<file path="config.mk">
export PLATFORM = sky130hd
export DESIGN_NAME = mem_align_ctrl
export DESIGN_NICKNAME = d
export VERILOG_FILES = /design/src/rtl/mem_align_ctrl.sv
export SDC_FILE = /design/constraint.sdc
export NUM_CORES = 1
export LEC_CHECK = 0
export ABC_AREA = 1
export CAP_MARGIN = 20
export CORE_MARGIN = 10
export CORE_UTILIZATION = 25
export CTS_CLUSTER_SIZE = 24
export DETAILED_ROUTE_END_ITERATION = 7
export SLEW_MARGIN = 10
export SYNTH_ARGS = -nofsm -noshare
export SYNTH_HDL_FRONTEND = slang
export SYNTH_SLANG_ARGS = --single-unit
</file>
<file path="constraint.sdc">
create_clock -name clk -period 1.9 [get_ports clk]
set_clock_uncertainty 0.15 [all_clocks]
set_input_delay 0.285 -clock clk [delete_from_list [all_inputs] [get_ports clk]]
set_output_delay 0.285 -clock clk [all_outputs]
set_load 0.05 [all_outputs]
</file>
<file path="src/rtl/mem_align_ctrl.sv">
`default_nettype none
// ============================================================================
// Module   : mem_align_ctrl
// Brief    : RV32I load/store alignment controller between a pipeline and a
//            word-wide memory port (lane shifting, extension, timeout).
// Revision : 1.0
// ============================================================================
module mem_align_ctrl #(
  parameter int width   = 32,
  parameter int TIMEOUT = 255
) (
  input  logic             clk,
  input  logic             rst_n,
  input  logic             req_valid,
  output logic             req_ready,
  input  logic             req_write,
  input  logic [2:0]       req_funct3,
  input  logic [width-1:0] req_addr,
  input  logic [width-1:0] req_wdata,
  output logic             rsp_valid,
  output logic [width-1:0] rsp_rdata,
  output logic             rsp_err,
  output logic             mem_read,
  output logic             mem_write,
  output logic [width-1:0] mem_addr,
  output logic [3:0]       mem_byte_enable,
  output logic [width-1:0] mem_wdata,
  input  logic [width-1:0] mem_rdata,
  input  logic             mem_resp
);

  typedef enum logic [1:0] {
    S_IDLE   = 2'd0,
    S_ACCESS = 2'd1,
    S_RESP   = 2'd2
  } state_t;

  localparam int                 c_cnt_w    = 10;
  localparam logic [c_cnt_w-1:0] c_cnt_last = c_cnt_w'(TIMEOUT - 1);

  state_t             r_state;
  logic [c_cnt_w-1:0] r_cnt;
  logic [1:0]         r_off;
  logic [2:0]         r_funct3;

  logic               w_accept;
  logic               w_illegal;
  logic [1:0]         w_off;
  logic [3:0]         w_be;
  logic [width-1:0]   w_shift_wdata;
  logic [width-1:0]   w_rd_shift;
  logic [width-1:0]   w_load_data;

  assign req_ready     = (r_state == S_IDLE);
  assign w_accept      = req_valid && req_ready;
  assign w_off         = req_addr[1:0];
  assign w_shift_wdata = req_wdata << {w_off, 3'b000};

  // Stores have no unsigned variants, so funct3[2] set on a store is illegal.
  always_comb begin
    w_illegal = 1'b0;
    case (req_funct3)
      3'b000, 3'b100: w_illegal = 1'b0;
      3'b001, 3'b101: w_illegal = req_addr[0];
      3'b010:         w_illegal = (req_addr[1:0] != 2'b00);
      default:        w_illegal = 1'b1;
    endcase
    if (req_write && req_funct3[2]) begin
      w_illegal = 1'b1;
    end
  end

  always_comb begin
    w_be = 4'b1111;
    case (req_funct3[1:0])
      2'b00:   w_be = 4'b0001 << w_off;
      2'b01:   w_be = 4'b0011 << w_off;
      default: w_be = 4'b1111;
    endcase
  end

  always_comb begin
    w_rd_shift  = mem_rdata >> {r_off, 3'b000};
    w_load_data = w_rd_shift;
    case (r_funct3)
      3'b000:  w_load_data = {{(width-8){w_rd_shift[7]}},   w_rd_shift[7:0]};
      3'b100:  w_load_data = {{(width-8){1'b0}},            w_rd_shift[7:0]};
      3'b001:  w_load_data = {{(width-16){w_rd_shift[15]}}, w_rd_shift[15:0]};
      3'b101:  w_load_data = {{(width-16){1'b0}},           w_rd_shift[15:0]};
      default: w_load_data = w_rd_shift;
    endcase
  end

  always_ff @(posedge clk or negedge rst_n) begin
    if (!rst_n) begin
      r_state         <= S_IDLE;
      r_cnt           <= '0;
      r_off           <= '0;
      r_funct3        <= '0;
      rsp_valid       <= 1'b0;
      rsp_err         <= 1'b0;
      rsp_rdata       <= '0;
      mem_read        <= 1'b0;
      mem_write       <= 1'b0;
      mem_addr        <= '0;
      mem_byte_enable <= '0;
      mem_wdata       <= '0;
    end else begin
      case (r_state)
        S_IDLE: begin
          if (w_accept) begin
            r_off    <= w_off;
            r_funct3 <= req_funct3;
            if (w_illegal) begin
              r_state   <= S_RESP;
              rsp_valid <= 1'b1;
              rsp_err   <= 1'b1;
              rsp_rdata <= '0;
            end else begin
              r_state         <= S_ACCESS;
              r_cnt           <= '0;
              mem_read        <= !req_write;
              mem_write       <= req_write;
              mem_addr        <= {req_addr[width-1:2], 2'b00};
              mem_byte_enable <= w_be;
              mem_wdata       <= req_write ? w_shift_wdata : '0;
            end
          end
        end
        S_ACCESS: begin
          // A completion on the timeout edge wins over the timeout.
          if (mem_resp || (r_cnt == c_cnt_last)) begin
            r_state         <= S_RESP;
            rsp_valid       <= 1'b1;
            rsp_err         <= !mem_resp;
            rsp_rdata       <= (mem_resp && mem_read) ? w_load_data : '0;
            mem_read        <= 1'b0;
            mem_write       <= 1'b0;
            mem_addr        <= '0;
            mem_byte_enable <= '0;
            mem_wdata       <= '0;
          end else begin
            r_cnt <= r_cnt + 1'b1;
          end
        end
        S_RESP: begin
          r_state   <= S_IDLE;
          rsp_valid <= 1'b0;
          rsp_err   <= 1'b0;
          rsp_rdata <= '0;
        end
        default: r_state <= S_IDLE;
      endcase
    end
  end

endmodule
`default_nettype wire

</file>
Word-level counts from Yosys, hierarchy flattened
Cells that the tools add are included.
- register bits: 121
- latch bits: 0
- memory bits (writable): 0
- bits in read-only memories: 0
- input bits: 104
- word-level logic and storage cells: 95
- memories: 0
- add/sub/neg operators: 1
- multipliers: 0
- div/mod/pow operators: 0
- order comparisons: 0
- eq/ne operators: 16
- shift operators: 4
- multiplexer cells: 42
- bitwise operators: 0
- reduce and logical (&&, ||, !) cells: 20
- operators by type and width (cell ; count):
    $mux 32 ; 10
    $pmux 32 s2 ; 2
    $pmux 32 s4 ; 1
    $pmux 32 s3 ; 1
    $shl 32x5->32 ; 1
    $shr 32x5->32 ; 1
    $mux 10 ; 3
    $pmux 10 s2 ; 1
    $pmux 4 s2 ; 2
    $eq 3x3->1 const B ; 4
    $mux 4 ; 3
    $reduce_and 4->1 ; 3
    $add 10x1->10 const B ; 1
    $eq 10x8->1 const B ; 1
    $mux 1 ; 10
    $pmux 1 s3 ; 3
    $eq 3x1->1 const B ; 2
    $logic_not 3->1 ; 2
    $mux 2 ; 3
    $ne 2x2->1 const B ; 3
    $eq 2x1->1 const B ; 2
    $logic_not 2->1 ; 2
    $ne 2x1->1 const B ; 2
    $pmux 1 s2 ; 2
    12 further kinds ; 18

Depth between registers and ports, before layout
- word-level depth: 7
- gate-level depth with buffers: 11
- gate-level depth less buffers: 10

Worst setup path before layout
No wires, ideal clock.
- path kind: flip-flop to flip-flop
- from: register r_state[1]
- to: register mem_wdata[22]
- setup time: 0.065 ns
- arrival time: 1.751 ns
- data required time: 1.685 ns
- setup slack: -0.066 ns
- stages on the path, launching flop included: 7
- period minus slack after synthesis: 1.966 ns
- path through: dfrtp_1 nor2_2 nand3_2 nor3_2 buf_2 nand2_1 nand2_1
- word-level cells in the longest chain between the ends: 4
- elaborated cells on any way between the ends: 9
- classes of those cells: eq/ne (4); mux (1); reduce/logical (4)
- ends and longest elaborated chain (item ; line ; RTL):
    start, declared ; 41 ; state_t r_state;
    start signal, assigned ; 96 ; r_state <= S_IDLE;
    start signal, assigned ; 115 ; r_state <= S_RESP;
    start signal, assigned ; 120 ; r_state <= S_ACCESS;
    $logic_not 2->1 * ; 54 ; assign req_ready = (r_state == S_IDLE);
    net req_ready ; 15 ; output logic req_ready,
    $logic_and 1x1->1 ; 55 ; assign w_accept = req_valid && req_ready;
    $ne 2x1->1 (no source line) ; n/a ;
    $reduce_and 4->1 (no source line) ; n/a ;
    end signal, assigned ; 126 ; mem_wdata <= req_write ? w_shift_wdata : '0;
    end, declared ; 27 ; output logic [width-1:0] mem_wdata,
Mark *: on every way through the listed nets, which the timed path passes. The rest lies on a longest branch.
A chain may end at the register's enable or synchronous reset.

Worst setup path in the final report
- from: register r_cnt[0]
- to: register mem_addr[25]
- word-level cells in the longest chain between the ends: 4
- ends and longest elaborated chain (item ; line ; RTL):
    start, declared ; 42 ; logic [c_cnt_w-1:0] r_cnt;
    start signal, assigned ; 143 ; r_cnt <= r_cnt + 1'b1;
    $eq 10x8->1 ; 132 ; if (mem_resp || (r_cnt == c_cnt_last)) begin
    $logic_or 1x1->1 ; 132 ;
    $ne 2x2->1 (no source line) ; n/a ;
    $reduce_and 4->1 (no source line) ; n/a ;
    end signal, assigned ; 124 ; mem_addr <= {req_addr[width-1:2], 2'b00};
    end, declared ; 25 ; output logic [width-1:0] mem_addr,
No other way between the ends.

==> impl_metrics.yaml <==
run_status:
  status: "finished, final reports clean"
yosys:
  netlist_instances: 818
  ys_async_sr_fraction: 1.000
  synth_mux_area_frac: 0.01492
  synth_common_cells: "nand2_1 (370), dfrtp_1 (119), nand3_1 (81)"
  synthesis.area_um2: 6121
  synth-compound-area-share: 0.07441
  yosys.cell_count.top_type: "nand2_1"
  yosysWarnings: 0
  synth-seq-area-share: 0.4865
  synth_xor_area_frac: 0.005724
  synth_top_family_by_area: "simple AND/OR/NAND/NOR gates"
  yosys.area_share.simple: 0.3606
  synth-seq-cells: 119
  ys.flop_type: "dfrtp_1"
  syn_avg_cell_area_um2: 7.483
  synth-edff-count: 0
  synth_top_area_cell: "dfrtp_1"
  synth_top_area_share: 0.4865
  yosys.area_share.adder: 0.004088
  synth.area.top_cells: "dfrtp_1 (49%), nand2_1 (23%), nand3_1 (6.6%)"
  synth_cell_types: 33
clocking:
  cts.sinks: 119
  clk_pin_slew_ns: 0.06
  numCtsBuffers: 17
  postCtsSetupRepairBufs: 0
  cts_tree: "done"
  worstSkewPairLatency_ns: 0.41
  cts_buffer_depth: 2
  htreeDepth: 4
  cts_root_buf: "clkbuf_16"
place:
  gp_congestion: 0.8738
  port_buffers: 206
  place_ws_ns: -0.2500
  dpl_cell_area_um2: 8588
  hpwl_um: 16840
floorplan:
  ios: 209
  die_w_um: 176.5
  initial_core_util: 0.2532
  fp.dieArea_um2: 31140
  core_area_um2: 24180
  die_h_um: 176.5
  num_rows: 57
setup_path:
  end_kind: "flip-flop"
  cp-start-kind: "flip-flop"
  cp.arrival_ns: 1.94
  crit_path_max_fanout: 19
  crit_required_ns: 2.06
  worstRegToRegCells: 10
  crit_type: "reg -> reg"
hold_path:
  hold_path_class: "in -> async"
global_routing:
  antenna_found_initial: 1
  grt_first_pass_wirelength_um: 35300
  grt_pass1_vias: 6312
  grt.overflow.total: 0
  grt_use_total: 0.1429
  grt_max_degree: 71
power:
  peakVddDrop_v: 0.0008726
  power_density_nw_per_um2: 1478
  seqPwrFrac: 0.266
  sw_frac_of_total: 0.4607
  cellLeakagePower_nw: 4.749
  switching_power_mw: 6.288
  comb_power_share: 0.498
  p_clk_frac: 0.236
  p_int_mw: 7.360
  power.total_mw: 13.65
routing:
  drt_pass1_iterations: 5
  vias: 6242
  ant_nets: 0
  dr_wl_met2_um: 10340
  first_iter_violations: 562
  viasPerCell: 4.520
  wl_met1_um: 9916
  dr.max_layer_used: "met4"
  wire_per_inst_um: 16.36
  dr_wl_met3_um: 2074
  wl_um: 22590
  drc: 0
timing:
  setup_viol: 0
  min_period_over_period: 0.9384
  final_hold_viol_count: 0
  drv_slew: 0
  fin_ws_ns: 0.1170
  min_period_ns: 1.783
  max_slew_margin: 0.5795
  worst_pin_slew_ns: 0.6308
  whs_ns: 0.05036
  grt_setup_unrepaired: "true"
  fmax_mhz: 560.8
finish:
  synthToLayoutAreaGrowth_pct: 50.88
  fin_nets: 1149
  drive_above_1_share: 0.2102
  design_area_um2: 9235
  fill_cells: 2559
  seqCellArea_um2: 2980
  multiInputGateArea_um2: 2858
run:
  drv_cap: 0
-- layer usage --
metal  track usage  vias up
met3       0.06023       19
met2        0.2197      212
met5             0        -
met4       0.03433        0
met1        0.1820     2937
li1              -     3074
-- layout make-up --
class | instances | area share
sequential | 119 | 0.3227
multi-input combinational | 627 | 0.3094
timing repair buffer | 252 | 0.2500
clock buffer | 20 | 0.04945
tap | 324 | 0.04390
clock inverter | 12 | 0.01368
inverter | 26 | 0.01057
antenna | 1 | 0.0002710
-- flip-flops by register name (all words and copies together), names as in the netlist, 2 cells and up --
register	count
r_cnt	10
mem_addr	30
r_off	2
mem_byte_enable	4
r_state	2
rsp_rdata	32
r_funct3	3
mem_wdata	32
-- critical path, cell delays in order, from the launching register on --
cell and delay (ns):
dfrtp_1 0.38, inv_2 0.08, ha_1 0.14, nand2_1 0.05, nor2_1 0.11, nand3_2 0.13, a21oi_4 0.20, nand2_4 0.11
clkbuf_16 0.21, nand2_1 0.07, nand2_1 0.04
-- metrics by stage --
stage	utilization	setup TNS, ns	instances
finish	0.3820	0	1381
global route	0.3819	-1.819	1380
CTS	0.3798	0	1379
detailed placement	0.3552	-21.28	1346
global placement	0.3552	-17.66	1346
floorplan	-	0	819
-- logic make-up (layout without fill, tap and decap cells) --
kind of cell    count (synthesis)  count (layout)
buf+inv                        73             310
other cells                     1               3
simple gates                  528             528
compound gates                 82              82
fa+ha+maj                       2               2
mux                             9               9
flops                         119             119
xor+xnor                        4               4
-- final timing paths --
kind	start	slack (ns)	endpoint
max	r_cnt[0]	0.12	mem_addr[25]
min	rst_n	0.05	rsp_rdata[0]
max reg2reg	r_cnt[0]	0.12	mem_addr[25]
min reg2reg	mem_wdata[8]	0.32	mem_wdata[8]
max in group asynchronous	rst_n	0.73	mem_addr[25]
min in group clk	req_addr[21]	0.27	mem_addr[21]
-- power by group through the flow --
stage          Combinational (mW)  Clock (mW)  Sequential (mW)
2_1_floorplan                2.31           0             5.57
3_3_place_gp                 6.74           0             3.67
3_5_place_dp                 6.79           0             3.66
4_1_cts                      6.81        3.30             3.64
5_1_grt                      7.37        3.45             3.73
6_report                     6.79        3.22             3.64
-- repair_timing --
item / 4_1_cts / 5_1_grt
endpoints found under the hold margin: 119 / 0
setup endpoints to repair: 0 / 67
hold buffers: 1 / 0
resized for setup: 0 / 8
-- cell usage in the layout, fill, tap and decap left out, drive strengths merged, types with 5 or more instances in the layout --
cell type,count
o211ai,9
inv,26
mux2i,8
nand3,85
nand2,372
a21oi,15
nor2,46
or2,16
nand4,6
clkinv,5
clkdlybuf4s50,102
buf,148
dfrtp,119
clkinvlp,5
clkbuf,21
o21ai,48
o22ai,8
Power figures use the tool's default switching activity.
